<file path="config.mk">
export PLATFORM = sky130hd
export DESIGN_NAME = heater_share_arbiter
export DESIGN_NICKNAME = d
export VERILOG_FILES = /design/src/rtl/heater_share_arbiter.sv
export SDC_FILE = /design/constraint.sdc
export NUM_CORES = 1
export LEC_CHECK = 0
export CAP_MARGIN = 20
export CORE_MARGIN = 3
export CORE_UTILIZATION = 35
export CTS_BUF_LIST = sky130_fd_sc_hd__clkbuf_2 sky130_fd_sc_hd__clkbuf_4 sky130_fd_sc_hd__clkbuf_8
export CTS_CLUSTER_SIZE = 28
export DETAILED_ROUTE_END_ITERATION = 10
export PLACE_DENSITY_LB_ADDON = 0.08
export SLEW_MARGIN = 20
export SYNTH_ARGS = -nofsm -noshare
export SYNTH_HDL_FRONTEND = slang
export SYNTH_SLANG_ARGS = --single-unit
</file>
<file path="constraint.sdc">
create_clock -name clk -period 1.7 [get_ports clk]
set_input_delay 0.34 -clock clk [delete_from_list [all_inputs] [get_ports clk]]
set_output_delay 0.34 -clock clk [all_outputs]
set_load 0.005 [all_outputs]
</file>
<file path="src/rtl/heater_share_arbiter.sv">
// Round-robin heater supply arbiter for four incubator chambers.
// Grants carry a minimum dwell, a maximum hold with forced release, and a guard gap.
module heater_share_arbiter #(
    parameter int DWELL   = 16,
    parameter int MAXHOLD = 32,
    parameter int GAP     = 4
) (
    input  logic       clk,
    input  logic       rst,
    input  logic       en,
    input  logic [3:0] req,
    output logic [3:0] grant,
    output logic [1:0] grant_id,
    output logic       busy,
    output logic       preempt
);

    typedef enum logic [1:0] {IDLE, GRANT, GUARD} state_t;

    localparam logic [7:0] L_DWELL   = 8'(DWELL);
    localparam logic [7:0] L_MAXHOLD = 8'(MAXHOLD);
    localparam logic [7:0] L_GAP     = 8'(GAP);
    localparam bit         L_EQUAL   = (DWELL == MAXHOLD);

    state_t     r_state;
    logic [1:0] r_ptr;
    logic [7:0] r_cnt;
    logic [7:0] r_gcnt;

    logic [1:0] w_sel;
    logic       w_any;
    logic       w_max;
    logic       w_soft;

    always_comb begin
        w_sel = '0;
        w_any = 1'b0;
        for (int unsigned i = 0; i < 4; i++) begin
            if (!w_any && req[r_ptr + 2'(i)]) begin
                w_any = 1'b1;
                w_sel = r_ptr + 2'(i);
            end
        end
    end

    assign w_max  = (r_cnt >= L_MAXHOLD);
    assign w_soft = (r_cnt >= L_DWELL) && (!req[grant_id] || !en);

    always_ff @(posedge clk or negedge rst) begin
        if (!rst) begin
            r_state  <= IDLE;
            r_ptr    <= '0;
            r_cnt    <= '0;
            r_gcnt   <= '0;
            grant    <= '0;
            grant_id <= '0;
            busy     <= 1'b0;
            preempt  <= 1'b0;
        end else begin
            preempt <= 1'b0;
            case (r_state)
                IDLE: begin
                    busy <= 1'b0;
                    if (en && w_any) begin
                        grant    <= 4'b0001 << w_sel;
                        grant_id <= w_sel;
                        busy     <= 1'b1;
                        r_cnt    <= 8'd1;
                        r_state  <= GRANT;
                    end
                end
                GRANT: begin
                    if (w_max || w_soft) begin
                        grant   <= '0;
                        r_ptr   <= grant_id + 2'd1;
                        r_cnt   <= '0;
                        // With DWELL==MAXHOLD a voluntary release at the same edge is not a preemption
                        preempt <= w_max && !(L_EQUAL && w_soft);
                        if (GAP > 0) begin
                            r_gcnt  <= 8'd1;
                            r_state <= GUARD;
                        end else begin
                            busy    <= 1'b0;
                            r_state <= IDLE;
                        end
                    end else begin
                        r_cnt <= r_cnt + 8'd1;
                    end
                end
                GUARD: begin
                    if (r_gcnt >= L_GAP) begin
                        busy    <= 1'b0;
                        r_gcnt  <= '0;
                        r_state <= IDLE;
                    end else begin
                        r_gcnt <= r_gcnt + 8'd1;
                    end
                end
                default: r_state <= IDLE;
            endcase
        end
    end

endmodule

</file>
==> reports/metrics.yaml <==
power_and_ir_drop:
  clkPwrFrac_pct: 16.0
  intPower_mw: 1.62
  p_leak_nw: 0.908
  finalPower_mw: 2.55
  swShare_pct: 36.2
  comb_power_share_pct: 43.2
  powerDensity_mw_per_mm2: 1370
  netSwitchingPower_mw: 0.922
  p_seq_share_pct: 40.8
  vdd_drop_max_v: 0.000517
synthesis:
  synth_adder_area_share_pct: 3.51
  syn_avg_cell_area_sq_um: 10.6
  synth_fp_nets: 146
  synth_top_area_cell: "dfrtp_1"
  muxShareOfSynthArea_pct: 4.56
  synth_cells: 135
  synth_compound_area_share_pct: 21.1
  synth_common_cells: "28 x dfrtp_1, 17 x nand2_1, 9 x inv_1, 9 x o21ai_0, 7 x nor2_1"
  syn_area_sq_mm: 0.00143
  synthDistinctLibCells: 41
  synth.top_cell.area_share_pct: 49.1
  synth-simple-area-share_pct: 16.8
  yosys.cell_count.top_type: "dfrtp_1"
  yosysSeqAreaShare_pct: 49.1
  async_flop_share_pct: 100
  synth_xor_area_share_pct: 1.23
  yosysWarnings: 0
  synth-edff-count: 0
  synth_top_family_by_area: "compound AO/OA/AOI/OAI gates"
  ys_ff_latch: 28
  synthFlopType: "dfrtp_1"
  netlist_top_cells_area: "dfrtp_1 49%, nand2_1 4.5%, ha_1 3.5%, mux2i_1 3.5%, o21ai_0 3.2%"
drt:
  first_pass_iters: 4
  drtAntennaViolNets: 0
  routed_via_density: 5.27
  num_vias: 1138
  routed_wl_um: 3210
  drt_iter0_markers: 54
  drc: 0
  avgRoutedWirePerCell_um: 14.9
run:
  cap_violations: 0
worst_setup_path:
  cp-end-kind: "flop"
  crit_fanout: 12
  critPathArrivalTime_ps: 1850
  r2r-start: "grant_id[1]$_DFFE_PN0P_"
  required_ps: 1880
  critPathLaunch: "req[0]"
  cp-start-kind: "input port"
  reg2reg_depth: 4
  worstSetupPathType: "in2reg"
timing:
  worst_pin_slew_ps: 409
  final.min_clock_period_ps: 1670
  rsz0062_at_grt: "no"
  final_hold_viol_count: 0
  fmax_mhz: 599
  drv_slew: 0
  timing.final.setup_violations: 0
  max_slew_margin_pct: 72.6
  clock_skew_ps: 6.62
  fin_crit_sh_pct: 98.3
place:
  dp_hpwl_um: 2380
  gp_congestion: 0.774
  io_buffer_count: 14
floorplan:
  rows: 22
  dieHeight_um: 69.8
  core_area_sq_mm: 0.00380
  die_w_um: 69.8
  start_util_pct: 37.5
  dieArea_sq_mm: 0.00488
  io_pins: 15
finish:
  final_util_pct: 48.7
  synthToLayoutAreaGrowth_pct: 29.8
  fin_nets: 180
  drive_gt1_share_pct: 22.6
  antenna_cells: 0
cts:
  root_buffer: "clkbuf_8"
  cts_max_level: 1
  cts_sinks: 28
  worst_skew_pair.late_latency_ps: 270
  cts_made_buffers: 3
  clkTransAtPathRegs_ps: 90
  ctsLongestPathBuffers: 2
  postCtsSetupBuffers: 0
  cts_tree: "done"
hold_path:
  min_path_type: "in2async"
outcome:
  status: "finished, final reports clean"
global_routing:
  antenna_found_initial: 0
  grt_use_total_pct: 14.1
  grt_pass1_wl_um: 5660
  grt_pass1_vias: 1141
  grt_max_degree: 29
  grt_overflow: 0
[placed cells by master (no fill, tap or decap), types with 2 or more instances in the layout]
cell type	count
and3_2	4
buf_6	2
a32o_1	3
dlymetal6s2s_1	4
o21ai_1	2
nand2b_1	4
a41oi_1	2
a21o_1	2
o32ai_2	3
o21ai_0	7
nor3_1	3
nor2_1	7
xor2_1	2
nand2_1	17
ha_1	4
mux2i_1	5
inv_1	9
buf_4	15
clkbuf_8	4
dfrtp_1	27
nand3_1	4
clkdlybuf4s50_1	10
a31oi_1	2
[worst max-delay path: stages]
cell	delay, ps
clkdlybuf4s50_1	500
o41ai_1	90
buf_4	140
or3_4	350
buf_6	160
o32ai_2	270
[registers in the layout, indices dropped and copies added (netlist names)]
signal    cells
r_cnt         8
r_gcnt        8
grant         4
grant_id      2
r_ptr         2
r_state       2
busy          1
preempt       1
[cell families after synthesis]
group,after synthesis
compound gates,35
xor+xnor,2
fa+ha+maj,4
flops,28
buf+inv,12
simple gates,48
mux,6
[power groups by stage]
stage          combinational (mW)  clock, mW  sequential, mW
6_report                     1.10      0.407            1.04
2_1_floorplan               0.608          0            1.02
3_3_place_gp                 1.02          0            1.04
5_1_grt                      1.24      0.455            1.07
3_5_place_dp                 1.04          0            1.05
4_1_cts                      1.09      0.428            1.04
[worst paths after layout]
kind	slack [ps]	endpoint
max in group asynchronous	970	grant_id[1]$_DFFE_PN0P_
hold / removal	430	r_gcnt[0]$_DFFE_PN0P_
hold reg to reg	510	r_cnt[7]$_DFFE_PN0P_
setup reg to reg	120	r_ptr[1]$_DFFE_PN0P_
setup / recovery	30	grant[2]$_DFFE_PN0P_
min in group clk	510	r_cnt[7]$_DFFE_PN0P_
[routing by layer]
metal,track usage (%),share of wire (%),vias up
met5,0,0,-
met4,2.55,0.65,0
met3,3.33,3.5,4
met2,21.6,45,24
met1,20.5,51,549
li1,-,-,561
[area by class of cell]
class | count | area, sq um
multi-input cells | 96 | 716
clock buffers | 4 | 55.1
fillers | 366 | 1950
repair buffers | 31 | 285
flip-flops and latches | 28 | 702
inverters | 9 | 33.8
well taps | 48 | 60.1
[metrics by stage]
| stage | setup WS, ps | cell area, sq um | cells | hold WS [ps] | setup TNS (ps) |
|---|---|---|---|---|---|
| 2_1_floorplan | 119 | 1430 | 135 | 44.4 | 0 |
| 3_3_place_gp | -317 | 1740 | 211 | 489 | -5850 |
| 3_5_place_dp | -387 | 1740 | 211 | 492 | -6360 |
| 4_1_cts | 0.312 | 1830 | 215 | 437 | 0 |
| 5_1_grt | 3.35 | 1850 | 216 | 461 | 0 |
| 6_report | 29.5 | 1850 | 216 | 432 | 0 |
[repair_timing]
action / 4_1_cts / 5_1_grt
hold buffers: 0 / 0
endpoints found under the setup margin: 5 / 13
resized for setup: 6 / 8
endpoints found under the hold margin: 0 / 0
pin swaps: 1 / 4
gates cloned: 0 / 1
(Power assumes the default switching activity.)
